### config.mk
export PLATFORM = sky130hd
export DESIGN_NAME = uart_rx
export DESIGN_NICKNAME = d
export VERILOG_FILES = /design/src/rtl/uart_pkg.sv /design/src/rtl/uart_rx_fifo.sv /design/src/rtl/uart_rx.sv
export SDC_FILE = /design/constraint.sdc
export NUM_CORES = 1
export LEC_CHECK = 0
export BUFFER_PORTS_ARGS = -buffer_cell sky130_fd_sc_hd__buf_2
export CAP_MARGIN = 20
export CORE_ASPECT_RATIO = 1.4
export CORE_MARGIN = 1.5
export CORE_UTILIZATION = 41
export CTS_BUF_LIST = sky130_fd_sc_hd__clkbuf_8
export DETAILED_ROUTE_END_ITERATION = 16
export GPL_TIMING_DRIVEN = 0
export PLACE_DENSITY_LB_ADDON = 0.05
export RECOVER_POWER = 100
export SYNTH_ARGS = -nofsm -noshare
export SYNTH_HDL_FRONTEND = slang
export SYNTH_SLANG_ARGS = --single-unit
### constraint.sdc
create_clock -name clk_50mhz -period 3.24 [get_ports clk_50mhz]
set_input_delay 0.648 -clock clk_50mhz [delete_from_list [all_inputs] [get_ports clk_50mhz]]
set_output_delay 0.648 -clock clk_50mhz [all_outputs]
set_load 0.01 [all_outputs]
### src/rtl/uart_pkg.sv
// uart_pkg: receiver FSM states and baud timing helpers shared by the UART receiver
package uart_pkg;

    typedef enum logic [1:0] {
        IDLE      = 2'd0,
        START_BIT = 2'd1,
        DATA_BITS = 2'd2,
        STOP_BIT  = 2'd3
    } rx_state_e;

    function automatic int baud_ticks(input int clk_freq, input int baud_rate);
        return clk_freq / baud_rate;
    endfunction

    function automatic int half_ticks(input int clk_freq, input int baud_rate);
        return baud_ticks(clk_freq, baud_rate) / 2;
    endfunction

endpackage

### src/rtl/uart_rx_fifo.sv
// uart_rx_fifo: synchronous first-word-fall-through FIFO for received bytes
module uart_rx_fifo #(
    parameter int Width = 8,
    parameter int Depth = 32
) (
    input  logic             clk,
    input  logic             rst_n,
    input  logic             push,
    input  logic [Width-1:0] push_data,
    input  logic             pop,
    output logic [Width-1:0] head,
    output logic             empty,
    output logic             full
);
    localparam int AW = $clog2(Depth);

    logic [Width-1:0] mem_q [Depth];
    logic [AW-1:0]    wr_ptr_q, wr_ptr_d, rd_ptr_q, rd_ptr_d;
    logic [AW:0]      count_q, count_d;
    logic             do_push, do_pop;

    assign empty = count_q == '0;
    assign full  = count_q == (AW+1)'(Depth);
    assign head  = empty ? '0 : mem_q[rd_ptr_q];

    // Pop only when data exists; a push into a full FIFO lands only if a pop frees a slot
    always_comb begin
        do_pop   = pop && !empty;
        do_push  = push && (!full || do_pop);
        wr_ptr_d = wr_ptr_q + AW'(do_push);
        rd_ptr_d = rd_ptr_q + AW'(do_pop);
        count_d  = count_q + (AW+1)'(do_push) - (AW+1)'(do_pop);
    end

    // Storage needs no reset: the pointers and count define what is valid
    always_ff @(posedge clk) begin
        if (do_push) mem_q[wr_ptr_q] <= push_data;
    end

    // Pointer and occupancy state, flushed by reset
    always_ff @(posedge clk or negedge rst_n) begin
        if (!rst_n) begin
            wr_ptr_q <= '0;
            rd_ptr_q <= '0;
            count_q  <= '0;
        end else begin
            wr_ptr_q <= wr_ptr_d;
            rd_ptr_q <= rd_ptr_d;
            count_q  <= count_d;
        end
    end

endmodule

### src/rtl/uart_rx.sv
// uart_rx: 8N1 receiver with mid-bit sampling, noise rejection and a receive FIFO
module uart_rx import uart_pkg::*; #(
    parameter int         ClkFreq      = 50_000_000,
    parameter int         BaudRate     = 115200,
    parameter int         RXBuferDepth = 32,
    parameter logic [7:0] EosChar      = 8'h0A
) (
    input  logic       clk_50mhz,
    input  logic       rst_n,
    input  logic       rx_in,
    output logic [7:0] rx_data,
    output logic       rx_valid,
    output logic       eos_flag,
    output logic       buffer_full,
    input  logic       fifo_read,
    output logic [7:0] fifo_data,
    output logic       fifo_empty
);
    localparam int BaudTicks = baud_ticks(ClkFreq, BaudRate);
    localparam int HalfTicks = half_ticks(ClkFreq, BaudRate);
    localparam int CW        = $clog2(BaudTicks);

    rx_state_e     state_q, state_d;
    logic          sync1_q, rx_s_q;
    logic [CW-1:0] cnt_q, cnt_d;
    logic [2:0]    idx_q, idx_d;
    logic [7:0]    shift_q, shift_d, rx_data_q, rx_data_d;
    logic          rx_valid_q, rx_valid_d, eos_q, eos_d;
    logic          wait_high_q, wait_high_d;
    logic          baud_tick, half_tick;

    assign baud_tick = cnt_q == CW'(BaudTicks - 1);
    assign half_tick = cnt_q == CW'(HalfTicks - 1);
    assign rx_data   = rx_data_q;
    assign rx_valid  = rx_valid_q;
    assign eos_flag  = eos_q;

    // Frame FSM: the counter restarts on every state change so sampling stays mid-bit
    always_comb begin
        state_d     = state_q;
        cnt_d       = baud_tick ? '0 : cnt_q + 1'b1;
        idx_d       = idx_q;
        shift_d     = shift_q;
        rx_data_d   = rx_data_q;
        rx_valid_d  = 1'b0;
        eos_d       = 1'b0;
        wait_high_d = wait_high_q && !rx_s_q;
        case (state_q)
            IDLE: begin
                cnt_d = '0;
                if (!rx_s_q && !wait_high_q) state_d = START_BIT;
            end
            START_BIT: begin
                if (half_tick) begin
                    cnt_d   = '0;
                    idx_d   = '0;
                    state_d = rx_s_q ? IDLE : DATA_BITS;
                end
            end
            DATA_BITS: begin
                if (baud_tick) begin
                    shift_d[idx_q] = rx_s_q;
                    idx_d          = idx_q + 1'b1;
                    if (idx_q == 3'd7) state_d = STOP_BIT;
                end
            end
            STOP_BIT: begin
                if (baud_tick) begin
                    state_d = IDLE;
                    if (rx_s_q) begin
                        rx_data_d  = shift_q;
                        rx_valid_d = 1'b1;
                        eos_d      = shift_q == EosChar;
                    end else begin
                        // A low stop bit must not be mistaken for the next start edge
                        wait_high_d = 1'b1;
                    end
                end
            end
            default: state_d = IDLE;
        endcase
    end

    // Synchroniser and FSM state; reset aborts any frame in flight
    always_ff @(posedge clk_50mhz or negedge rst_n) begin
        if (!rst_n) begin
            sync1_q     <= 1'b1;
            rx_s_q      <= 1'b1;
            state_q     <= IDLE;
            cnt_q       <= '0;
            idx_q       <= '0;
            shift_q     <= '0;
            rx_data_q   <= '0;
            rx_valid_q  <= 1'b0;
            eos_q       <= 1'b0;
            wait_high_q <= 1'b0;
        end else begin
            sync1_q     <= rx_in;
            rx_s_q      <= sync1_q;
            state_q     <= state_d;
            cnt_q       <= cnt_d;
            idx_q       <= idx_d;
            shift_q     <= shift_d;
            rx_data_q   <= rx_data_d;
            rx_valid_q  <= rx_valid_d;
            eos_q       <= eos_d;
            wait_high_q <= wait_high_d;
        end
    end

    uart_rx_fifo #(
        .Width(8),
        .Depth(RXBuferDepth)
    ) u_fifo (
        .clk      (clk_50mhz),
        .rst_n    (rst_n),
        .push     (rx_valid_q),
        .push_data(rx_data_q),
        .pop      (fifo_read),
        .head     (fifo_data),
        .empty    (fifo_empty),
        .full     (buffer_full)
    );

endmodule

---- Word level (Yosys, flattened, before mapping) ----
Memory sizes are Yosys's and may differ from the RTL's.
Cells that the tools add are included.
W data, S select, Z words.
storage, ports and cells
  word-level logic and storage cells ...... 80
  memory bits (writable) .................. 256
  output and inout bits ................... 20
  flip-flop bits (word level) ............. 51
  bits of input ports ..................... 4
  memories ................................ 1
memories
  memory        words  bits a word  rd ports  clocked after Yosys merged registers in  write ports  RTL line            source
  u_fifo.mem_q  32     8            1         0                                        1            uart_rx_fifo.sv:17  logic [Width-1:0] mem_q [Depth];
operators by class
  add/subtract/negate cells ............... 6
  eq/ne operators ......................... 13
  reductions and logical operators ........ 17
  order comparisons ....................... 2
  mux-type cells .......................... 28
operator list
  operator               number
  $mux W9                2
  $pmux W9 S2            1
  $mux W1                12
  $mux W2                6
  $add A5 B1 Y5          2
  $ne A2 B2 Y1 const B   5
  $add A9 B1 Y9 const B  1
  $eq A9 B8 Y1 const B   1
  $eq A9 B9 Y1 const B   1
  $bwmux W8              1
  $eq A8 B4 Y1 const B   1
  $mux W8                1
  $pmux W2 S4            1
  $add A6 B1 Y6          1
  $eq A6 B6 Y1 const B   1
  $logic_not A6 Y1       1
  $mux W3                2
  $pmux W3 S2            1
  $reduce_and A3 Y1      2
  $sub A6 B1 Y6          1
  $logic_and A1 B1 Y1    5
  $reduce_and A5 Y1      1
  $eq A2 B2 Y1 const B   2
  $logic_not A1 Y1       4
  other kinds (10)       10

---- Logic depth before layout (Yosys ltp) ----
Gate-level depths: netlist of run 1.
  depth after elaboration ................. 7
  mapped depth ............................ 13
  gate-level depth less buffers ........... 13

---- Modules after synthesis ----
A second synthesis of run 1 with hierarchy kept.
second synthesis, totals
  cell total of the unflattened synthesis .. 721
  area total of the unflattened synthesis .. 12,692.2 um^2
modules (own cells, without submodules)
  module        cells each  instances  area each (um^2)  sequential area each (um^2)
  uart_rx_fifo  584         1          11,074.4          8,087.8
  uart_rx       137         1          1,617.8           878.3

---- Worst setup path after synthesis of run 1 ----
OpenSTA, ideal clock, no wires.
  path type ............................... flip-flop to flip-flop
  start point ............................. reg u_fifo.count_q[4]
  end point ............................... reg u_fifo.count_q[4]
  clock period less this slack ............ 2.382 ns
  buffers on the path ..................... 0
  required time ........................... 3.161 ns
  cell stages (with the launch flop) ...... 14
  setup time .............................. 0.079 ns
  path slack .............................. 0.858 ns
  data arrival time ....................... 2.303 ns
  path through ............................ dfrtp_1 inv_1 ha_1 nand4_1 and2_1 ha_1 inv_1 ha_1 inv_1 fa_1 inv_1 a21oi_1 o21ai_0 xor2_1
between the ends
  word-level cells in the longest chain between the ends .. 7
  elaborated cells on any way between the ends .. 9
  classes of those cells .................. add/sub (2); eq/ne (1); reduce/logical (6)
ends and longest elaborated chain
  element                 RTL line            source
  start, declared         uart_rx_fifo.sv:19  logic [AW:0] count_q, count_d;
  start signal, assigned  uart_rx_fifo.sv:49  count_q <= count_d;
  $logic_not A6 Y1        uart_rx_fifo.sv:22  assign empty = count_q == '0;
  $logic_not A1 Y1        uart_rx_fifo.sv:28  do_pop = pop && !empty;
  $logic_and A1 B1 Y1     uart_rx_fifo.sv:28
  $logic_or A1 B1 Y1      uart_rx_fifo.sv:29  do_push = push && (!full || do_pop);
  $logic_and A1 B1 Y1     uart_rx_fifo.sv:29
  $add A6 B1 Y6           uart_rx_fifo.sv:32  count_d = count_q + (AW+1)'(do_push) - (AW+1)'(do_pop);
  $sub A6 B1 Y6 (*)       uart_rx_fifo.sv:32
  via u_fifo.count_d[4]   uart_rx_fifo.sv:19
Mark *: on every way through the listed nets, which the timed path passes. The rest lies on a longest branch.
A chain may end at the register's enable or synchronous reset.

---- Worst setup path after layout of run 1 ----
  start point ............................. reg u_fifo.rd_ptr_q[0]
  end point ............................... out fifo_data[4]
between the ends
  word-level cells in the longest chain between the ends .. 2
ends and longest elaborated chain
  element                 RTL line            source
  start, declared         uart_rx_fifo.sv:18  logic [AW-1:0] wr_ptr_q, wr_ptr_d, rd_ptr_q, rd_ptr_d;
  start signal, assigned  uart_rx_fifo.sv:48  rd_ptr_q <= rd_ptr_d;
  $mem_v2 Z32 W8          -
  $mux W8                 uart_rx_fifo.sv:24  assign head = empty ? '0 : mem_q[rd_ptr_q];
  end, declared           uart_rx.sv:16       output logic [7:0] fifo_data,
Every way passes these cells.

==> results of run 1 <==
[critical path, stage by stage (launching register included)]
cell and delay [ns]:
dfrtp_1 0.38, buf_12 0.16, buf_12 0.13, mux4_2 0.54, mux2i_2 0.23, o2111ai_2 0.21, and3_4 0.25, buf_6 0.11
[cells in the mapped netlist, types with 2 or more instances]
master | instances | area, µm²
edfxtp_1 | 256 | 7690
dfrtp_1 | 49 | 1230
nor2_1 | 46 | 173
mux2_2 | 45 | 507
mux4_2 | 34 | 766
inv_1 | 24 | 90.1
nand2_1 | 20 | 75.1
ha_1 | 18 | 225
mux2i_1 | 18 | 180
nand3_1 | 15 | 75.1
mux4_1 | 14 | 368
and3_1 | 10 | 62.6
buf_6 | 10 | 113
xor2_1 | 9 | 78.8
a22oi_1 | 8 | 60.1
clkbuf_1 | 8 | 30.0
a221oi_1 | 7 | 61.3
nand3b_1 | 7 | 52.6
nand4_1 | 7 | 43.8
o2111ai_1 | 7 | 61.3
o211ai_1 | 7 | 52.6
xnor2_1 | 7 | 61.3
buf_2 | 5 | 25.0
buf_4 | 5 | 37.5
o21ai_0 | 5 | 25.0
a21oi_1 | 4 | 20.0
a31oi_1 | 3 | 18.8
and4_1 | 3 | 26.3
nor2b_1 | 3 | 18.8
a211oi_1 | 2 | 15.0
a311oi_1 | 2 | 17.5
and2_1 | 2 | 12.5
and3b_1 | 2 | 17.5
and4bb_2 | 2 | 25.0
buf_12 | 2 | 40.0
clkbuf_4 | 2 | 15.0
dfstp_2 | 2 | 52.6
nor4_1 | 2 | 12.5
or3_1 | 2 | 12.5
or3b_2 | 2 | 17.5
[logic make-up after synthesis]
kind of cell | synth area share, %
DFF | 70.9
and+or+nand+nor | 5.55
muxes | 14.5
buffers and inverters | 2.84
AOI/OAI and AO/OA | 3.21
adders and majority gates | 1.94
xor gates and xnor gates | 1.11
[power breakdown]
group          switching [mW]  internal (mW)
Clock                    1.47           1.57
Combinational            1.28           1.18
Sequential             0.0569           4.31
Total                    2.80           7.05
[flip-flops by register name, indices dropped and copies added (netlist names), named ones only]
register / count
cnt_q: 9
eos_flag: 1
idx_q: 3
rx_data: 8
rx_s_q: 1
rx_valid: 1
shift_q: 8
state_q: 1
sync1_q: 1
u_fifo.count_q: 6
u_fifo.mem_q: 256
u_fifo.rd_ptr_q: 5
u_fifo.wr_ptr_q: 5
wait_high_q: 1
[routing by layer]
metal,vias up,share of wire [%],wire length [µm]
met2,140,52,14600
li1,2966,-,-
met5,-,0,0
met3,58,4.1,1150
met4,0,2.6,716
met1,3377,41,11400
[through the flow]
stage	area, µm²	setup TNS (ns)	utilization, %
finish	14600	0	48.2
global route	14600	-0.634	48.2
CTS	14600	-0.554	48.3
detailed placement	13400	0	44.3
global placement	13200	0	43.8
floorplan	12700	0	-
[worst max-delay path by stage]
stage | start | to | slack (ns)
after floorplan | u_fifo.count_q[4] | u_fifo.count_q[4] | 0.86
after global placement | u_fifo.count_q[2] | u_fifo.mem_q[0][7] | 0.27
after detailed placement | u_fifo.count_q[3] | u_fifo.mem_q[20][3] | 0.20
after CTS | u_fifo.rd_ptr_q[0] | fifo_data[4] | -0.11
after global routing | u_fifo.rd_ptr_q[0] | fifo_data[4] | -0.10
final | u_fifo.rd_ptr_q[0] | fifo_data[4] | 0.002
[layout make-up]
| cell class | instances | area (µm²) |
|---|---|---|
| timing repair buffer | 42 | 258 |
| fill | 2647 | 15600 |
| clock buffer | 56 | 771 |
| tap | 385 | 482 |
| inverter | 24 | 90.1 |
| multi-input combinational | 331 | 3500 |
| buffer | 33 | 369 |
| sequential | 307 | 8970 |
| clock inverter | 34 | 131 |
[timing repair]
action                     CTS  global route
gates cloned                 1             0
gates resized for setup     47            23
buffers inserted             9             1
setup endpoints to repair    8             8
hold endpoints to repair     0             0
pin swaps                   11            10
hold buffers                 0             0
==> results.py, run 1 <==
metrics = {
    "placed_design": {
        "gp_congestion": 0.813,
        "dpl.hpwl_um": 18400,
        "place_ws_ns": 0.196,
        "portBuffers": 23,
        "dp_cells": 1109,
    },
    "clocking": {
        "ctsRootBufferMaster": "clkbuf_8",
        "cts_sinks": 307,
        "clock_path_buffers": 3,
        "clk_latency_ns": 0.58,
        "numCtsBuffers": 49,
        "cts.htree.levels": 2,
        "tritoncts": "built",
        "clk_pin_slew_ns": 0.06,
    },
    "setup_path": {
        "timing.rr.end": "u_fifo.mem_q[24][3]",
        "rrSetupSlack_ns": 0.27,
        "arrival_ns": 2.59,
        "reg2reg_from": "u_fifo.count_q[3]",
        "critPathCaptureType": "primary output",
        "crit_type": "reg -> out",
        "worst-path-max-fanout": 7,
        "worstRegToRegCells": 7,
        "worst_ep_required_time_ns": 2.59,
        "start_kind": "flip-flop",
    },
    "global_route": {
        "antenna_found_initial": 0,
        "grt_use_met3_pct": 3.24,
        "grt_pass1_wl_um": 42300,
        "track_usage_pct": 18.2,
        "met2_usage_pct": 31.7,
        "overflow": 0,
        "grt_busiest_layer": "met2",
        "grt_start_max_net_pins": 35,
        "grt_pass1_vias": 7001,
        "use_met1_pct": 22.7,
    },
    "floorplanning": {
        "die_area_um2": 31900,
        "start_util_pct": 41.9,
        "core_area_um2": 30200,
        "row_count": 75,
        "io_pins": 24,
        "die_h_um": 211,
        "die_w_um": 151,
    },
    "pwr": {
        "p_total_mw": 9.86,
        "power.density_nw_per_um2": 676,
        "ir_worst_vdd_mv": 0.399,
        "p_leak_nw": 5.89,
    },
    "timing": {
        "setup_ws_ns": 0.00175,
        "hold_viol_final": 0,
        "whs_ns": 0.177,
        "setup_violations": 0,
        "skew_ns": 0.0185,
        "fmax_mhz": 309,
        "tightest_slew_ns": 1.51,
        "rsz0062_at_grt": "true",
        "relSlewSlack_pct": -0.919,
        "fin_crit_ns": 3.24,
        "period_share_pct": 99.9,
        "finalMaxSlewViolations": 29,
    },
    "run": {
        "maxCapViolCount": 1,
    },
    "worst_hold_path": {
        "hold_depth": 1,
        "hold_end": "sync1_q",
        "hp-class": "in -> reg",
        "hold_path_startpoint": "rx_in",
    },
    "logic_synthesis": {
        "yosys_warnings": 0,
        "synth_edf_count": 256,
        "synth_cell_types": 60,
        "ys_ff_latch": 307,
        "synthCells": 696,
        "synth_nets": 719,
        "netlist_area_um2": 12700,
        "async_reset_ff_share_pct": 16.6,
        "syn-mean-instance-area_um2": 18.2,
        "ys_seq_area_share_pct": 70.9,
        "ys.flop_type": "edfxtp_1",
    },
    "final_layout": {
        "n_antenna_cell": 0,
        "drive_gt1_share_pct": 27.7,
        "area_growth_pct": 15.2,
        "final_cell_mix": "256 x edfxtp_1, 56 x clkbuf_8, 49 x inv_1, 49 x dfrtp_1, 46 x nor2_1",
        "final_common_cell": "edfxtp_1",
        "final_cells": 1212,
        "nNetsFinal": 811,
    },
    "route": {
        "antenna_left": 0,
        "wl_per_cell_um": 23.0,
        "drt-total-wl_um": 27900,
        "drt_iter0_markers": 329,
        "vias": 6541,
        "viasPerCell": 5.40,
        "drc_errors": 0,
        "first_pass_iters": 5,
    },
    "run_status": {
        "violations": "capacitance limit, slew limit",
        "run_status": "complete, but fails checks",
    },
}
(Power assumes the default switching activity.)
==> run 2, diff against run 1 <==
PLACE_DENSITY = 0.63   (was not set)
PLACE_DENSITY_LB_ADDON = not set   (was 0.05)
==> results.py, run 2 (synthesis gave the netlist of run 1 again) <==
metrics = {
    "run_status": {
        "run_status": "finished clean",
    },
    "pwr": {
        "power.density_nw_per_um2": 670,
        "ir_worst_vdd_mv": 0.371,
        "p_leak_nw": 5.75,
        "p_total_mw": 9.68,
    },
    "clocking": {
        "ctsRootBufferMaster": "clkbuf_8",
        "clk_pin_slew_ns": 0.06,
        "clock_path_buffers": 3,
        "numCtsBuffers": 46,
        "clk_latency_ns": 0.57,
        "tritoncts": "built",
        "cts_sinks": 307,
        "cts.htree.levels": 2,
    },
    "global_route": {
        "grt_pass1_wl_um": 39500,
        "antenna_found_initial": 0,
        "grt_pass1_vias": 6712,
        "track_usage_pct": 16.7,
        "grt_start_max_net_pins": 39,
        "overflow": 0,
        "use_met1_pct": 21.2,
        "grt_busiest_layer": "met2",
        "met2_usage_pct": 28.6,
        "grt_use_met3_pct": 3.05,
    },
    "floorplanning": {
        "core_area_um2": 30200,
        "die_h_um": 211,
        "io_pins": 24,
        "die_area_um2": 31900,
        "start_util_pct": 41.9,
        "row_count": 75,
        "die_w_um": 151,
    },
    "final_layout": {
        "n_antenna_cell": 0,
        "final_common_cell": "edfxtp_1",
        "regMostFlops": "u_fifo.mem_q",
        "fillers": 2595,
        "final_cell_mix": "256 x edfxtp_1, 49 x clkbuf_8, 48 x dfrtp_1, 46 x nor2_1, 44 x mux2_2",
        "drive_gt1_share_pct": 26.8,
        "nNetsFinal": 807,
        "area_growth_pct": 14.1,
        "largest_reg_flops": 256,
        "multi_input_area_um2": 3460,
        "final_cells": 1196,
        "biggestRegsByFlops": "u_fifo.mem_q (256), cnt_q (9)",
        "regArea_um2": 8970,
    },
    "timing": {
        "period_share_pct": 99.3,
        "rsz0062_at_grt": "true",
        "fin_crit_ns": 3.22,
        "hold_viol_final": 0,
        "tightest_slew_ns": 1.35,
        "fin_setup_tns_ns": 0,
        "relSlewSlack_pct": 10.2,
        "fmax_mhz": 311,
        "setup_ws_ns": 0.0222,
        "setup_violations": 0,
        "whs_ns": 0.192,
        "finalMaxSlewViolations": 0,
        "skew_ns": 0.0247,
    },
    "setup_path": {
        "worst_ep_required_time_ns": 2.59,
        "critPathCaptureType": "primary output",
        "worst-path-max-fanout": 5,
        "crit_type": "reg -> out",
        "worst_path_max_delay_cell": "mux4_1",
        "start_kind": "flip-flop",
        "arrival_ns": 2.57,
        "crit_path_cell_trace": "buf_12 > buf_4 > mux4_1 > mux2i_1 > o2111ai_2 > and3_1 > buf_2",
        "critPathMaxStageDelay_ns": 0.55,
    },
    "route": {
        "wl_per_cell_um": 21.9,
        "viasPerCell": 5.37,
        "vias": 6423,
        "first_pass_iters": 4,
        "drt-total-wl_um": 26200,
        "drt_iter0_markers": 416,
        "drc_errors": 0,
        "antenna_left": 0,
    },
    "placed_design": {
        "dp_cells": 1107,
        "dpl.hpwl_um": 16800,
        "gp_congestion": 0.801,
        "portBuffers": 23,
        "place_ws_ns": 0.298,
    },
    "worst_hold_path": {
        "hp-class": "in -> reg",
    },
    "run": {
        "maxCapViolCount": 0,
    },
}
## run 2: cell count changes in the layout (fill, tap and decap cells not counted), sizes merged
| cell | delta |
|---|---|
| inv | -14 |
| clkinv | +4 |
| bufinv | +2 |
| clkbuf | +5 |
| dlygate4sd3 | +1 |
| buf | -14 |
## run 2: final cells by class
type	instances	share of cell area, %
flip-flops and latches	307	62.1
repair buffers	41	1.84
clock inverters	26	1.09
inverters	24	0.624
clock buffers	49	4.67
well taps	385	3.34
multi-input cells	331	24.0
plain buffers	33	2.37
## run 2: report_power, final
group / internal, mW / switching, mW / leakage (nW)
clock: 1.54 / 1.41 / 0.465
combinational: 1.14 / 1.22 / 1.64
sequential: 4.31 / 0.0648 / 3.64
## run 2: stage by stage
step                utilization (%)  area, µm²
floorplan                         -      12700
finish                         47.8      14400
global route                   47.8      14400
global placement               43.8      13200
CTS                            47.5      14300
detailed placement             44.1      13300
## run 2: what timing repair did
item / CTS / global route
setup endpoints to repair: 7 / 8
hold buffers: 1 / 0
pin swaps: 1 / 6
buffers inserted: 4 / 2
gates cloned: 0 / 3
hold endpoints to repair: 13 / 0
gates resized for setup: 28 / 32
## run 2: worst paths after layout
kind / startpoint / cells after the start / to / slack, ns
max reg2reg: u_fifo.count_q[2] / 7 / u_fifo.mem_q[20][7] / 0.34
min reg2reg: sync1_q / 0 / rx_s_q / 0.36
min: rx_in / 1 / sync1_q / 0.19
min in group asynchronous: rst_n / 2 / u_fifo.rd_ptr_q[4] / 0.69
max: u_fifo.rd_ptr_q[0] / 7 / fifo_data[7] / 0.02
max in group asynchronous: rst_n / 3 / rx_data[1] / 1.12
## run 2: critical path: cells and delay by family (launching register included)
kind	cells	cell delay [ns]
AND/OR/NAND/NOR	1	0.24
buffers and inverters	3	0.42
flip-flops	1	0.42
multiplexers	2	0.75
AO/OA/AOI/OAI	1	0.16
## run 2: per-layer routing
metal / wire length, µm / part of all wire [%]
met1: 10800 / 41
met2: 13500 / 52
met3: 1200 / 4.6
met4: 698 / 2.7
met5: 0 / 0
==> run 3, diff against run 2 <==
BUFFER_PORTS_ARGS = not set   (was -buffer_cell sky130_fd_sc_hd__buf_2)
DONT_BUFFER_PORTS = 1   (was not set)
PLACE_DENSITY = 0.62   (was 0.63)
==> results.py, run 3 (synthesis gave the netlist of run 1 again) <==
metrics = {
    "timing": {
        "period_share_pct": 97.3,
        "tightest_slew_ns": 1.28,
        "fin_crit_ns": 3.15,
        "fmax_mhz": 317,
        "finalMaxSlewViolations": 0,
        "fin_setup_tns_ns": 0,
        "setup_violations": 0,
        "whs_ns": 0.0846,
        "relSlewSlack_pct": 14.8,
        "skew_ns": 0.0183,
        "rsz0062_at_grt": "false",
        "hold_viol_final": 0,
        "setup_ws_ns": 0.0865,
    },
    "global_route": {
        "grt_pass1_wl_um": 39600,
        "grt_busiest_layer": "met2",
        "grt_use_met3_pct": 3.33,
        "use_met1_pct": 19.6,
        "antenna_found_initial": 0,
        "met2_usage_pct": 29.8,
        "track_usage_pct": 16.8,
        "overflow": 0,
        "grt_start_max_net_pins": 52,
        "grt_pass1_vias": 6922,
    },
    "route": {
        "drt_iter0_markers": 442,
        "drc_errors": 0,
        "antenna_left": 0,
        "viasPerCell": 5.42,
        "drt-total-wl_um": 25700,
        "wl_per_cell_um": 21.9,
        "vias": 6367,
        "first_pass_iters": 5,
    },
    "run_status": {
        "run_status": "finished clean",
    },
    "worst_hold_path": {
        "hp-class": "in -> reg",
    },
    "pwr": {
        "switching_power_mw": 2.62,
        "ir_worst_vdd_mv": 0.280,
        "p_leak_nw": 5.67,
        "combPwrFrac_pct": 21.8,
        "p_clk_share_pct": 31.7,
        "p_sw_share_pct": 27.9,
        "intPower_mw": 6.77,
        "power.density_nw_per_um2": 663,
        "p_total_mw": 9.38,
        "p_seq_share_pct": 46.5,
    },
    "setup_path": {
        "worst_path_max_delay_cell": "mux4_2",
        "arrival_ns": 2.51,
        "worst-path-max-fanout": 10,
        "start_kind": "flip-flop",
        "crit_path_cell_trace": "buf_12 > buf_12 > mux4_2 > mux2i_2 > o2111ai_2 > and3_4",
        "critPathCaptureType": "primary output",
        "critPathMostFrequentCell": "buf_12",
        "crit_type": "reg -> out",
        "rrSetupSlack_ns": 0.31,
        "worst_ep_required_time_ns": 2.59,
        "critPathMaxStageDelay_ns": 0.54,
    },
    "clocking": {
        "numCtsBuffers": 46,
        "clock_path_buffers": 3,
        "cts.htree.levels": 2,
        "tritoncts": "built",
        "clk_latency_ns": 0.57,
        "cts_sinks": 307,
        "ctsRootBufferMaster": "clkbuf_8",
        "clk_pin_slew_ns": 0.06,
    },
    "placed_design": {
        "place_ws_ns": 0.326,
        "dp_cells": 1085,
        "dpl.hpwl_um": 17000,
        "portBuffers": 0,
        "gp_congestion": 0.781,
    },
    "floorplanning": {
        "core_area_um2": 30200,
        "io_pins": 24,
        "start_util_pct": 41.9,
        "die_h_um": 211,
        "die_w_um": 151,
        "row_count": 75,
        "die_area_um2": 31900,
    },
    "final_layout": {
        "biggestRegsByFlops": "u_fifo.mem_q (256), cnt_q (9)",
        "largest_reg_flops": 256,
        "drive_gt1_share_pct": 22.8,
        "nNetsFinal": 778,
        "area_growth_pct": 11.9,
        "fillers": 2501,
        "multi_input_area_um2": 3420,
        "final_common_cell": "edfxtp_1",
        "regMostFlops": "u_fifo.mem_q",
        "final_cell_mix": "256 x edfxtp_1, 49 x dfrtp_1, 49 x clkbuf_8, 46 x nor2_1, 45 x mux2_2",
        "final_cells": 1175,
        "regArea_um2": 8970,
        "n_antenna_cell": 0,
    },
    "run": {
        "maxCapViolCount": 0,
    },
}
## run 3: changes by cell type in the layout (fill, tap and decap cells not counted), moves of 5 or more
cell / delta
inv_1: +7
buf_2: -10
clkbuf_1: -9
mux4_2: -5
mux4_1: +5
## run 3: area by class of cell
class	instances	area share (%)
Clock buffer	49	4.76
Timing Repair Buffer	11	0.345
Multi-Input combinational cell	331	24.2
Inverter	24	0.636
Tap cell	385	3.40
Buffer	34	2.06
Sequential cell	307	63.3
Clock inverter	34	1.29
## run 3: power by group through the flow
stage               sequential (mW)  clock (mW)  combinational, mW
CTS                            4.36        3.05               2.04
global placement               4.44           0               1.89
global route                   4.37        3.20               2.21
finish                         4.36        2.97               2.04
detailed placement             4.44           0               1.93
floorplan                      4.43           0               1.46
## run 3: per-stage QoR
step                instance area, µm²  utilization [%]
finish                           14200             46.9
global route                     14200             46.9
CTS                              14200             47.1
detailed placement               13200             43.8
global placement                 13100             43.5
floorplan                        12700                -
## run 3: what timing repair did
| item | in CTS | in global routing |
|---|---|---|
| cloned | 0 | 0 |
| hold buffers | 2 | 0 |
| pin swaps | 0 | 1 |
| resized for setup | 20 | 8 |
| setup buffers | 0 | 1 |
| endpoints found under the hold margin | 51 | 0 |
| setup endpoints to repair | 7 | 7 |
## run 3: worst max-delay path: cells and delay by family (launching register included)
family | cells | cell delay (ns)
muxes | 2 | 0.79
DFF | 1 | 0.39
buffers and inverters | 2 | 0.33
and+or+nand+nor | 1 | 0.24
AOI/OAI and AO/OA | 1 | 0.18
## run 3: worst paths after layout
kind / start / to / cells past startpoint
min: rx_in / sync1_q / 0
min in group asynchronous: rst_n / u_fifo.count_q[2] / 2
max reg2reg: u_fifo.count_q[2] / u_fifo.mem_q[12][1] / 7
max in group asynchronous: rst_n / cnt_q[5] / 2
max: u_fifo.rd_ptr_q[0] / fifo_data[5] / 6
min reg2reg: sync1_q / rx_s_q / 0
## run 3: layer usage
layer / part of all wire (%) / vias to the layer above
met4: 3.1 / 0
met1: 39 / 3257
met2: 53 / 162
li1: - / 2890
met5: 0 / -
met3: 4.7 / 58
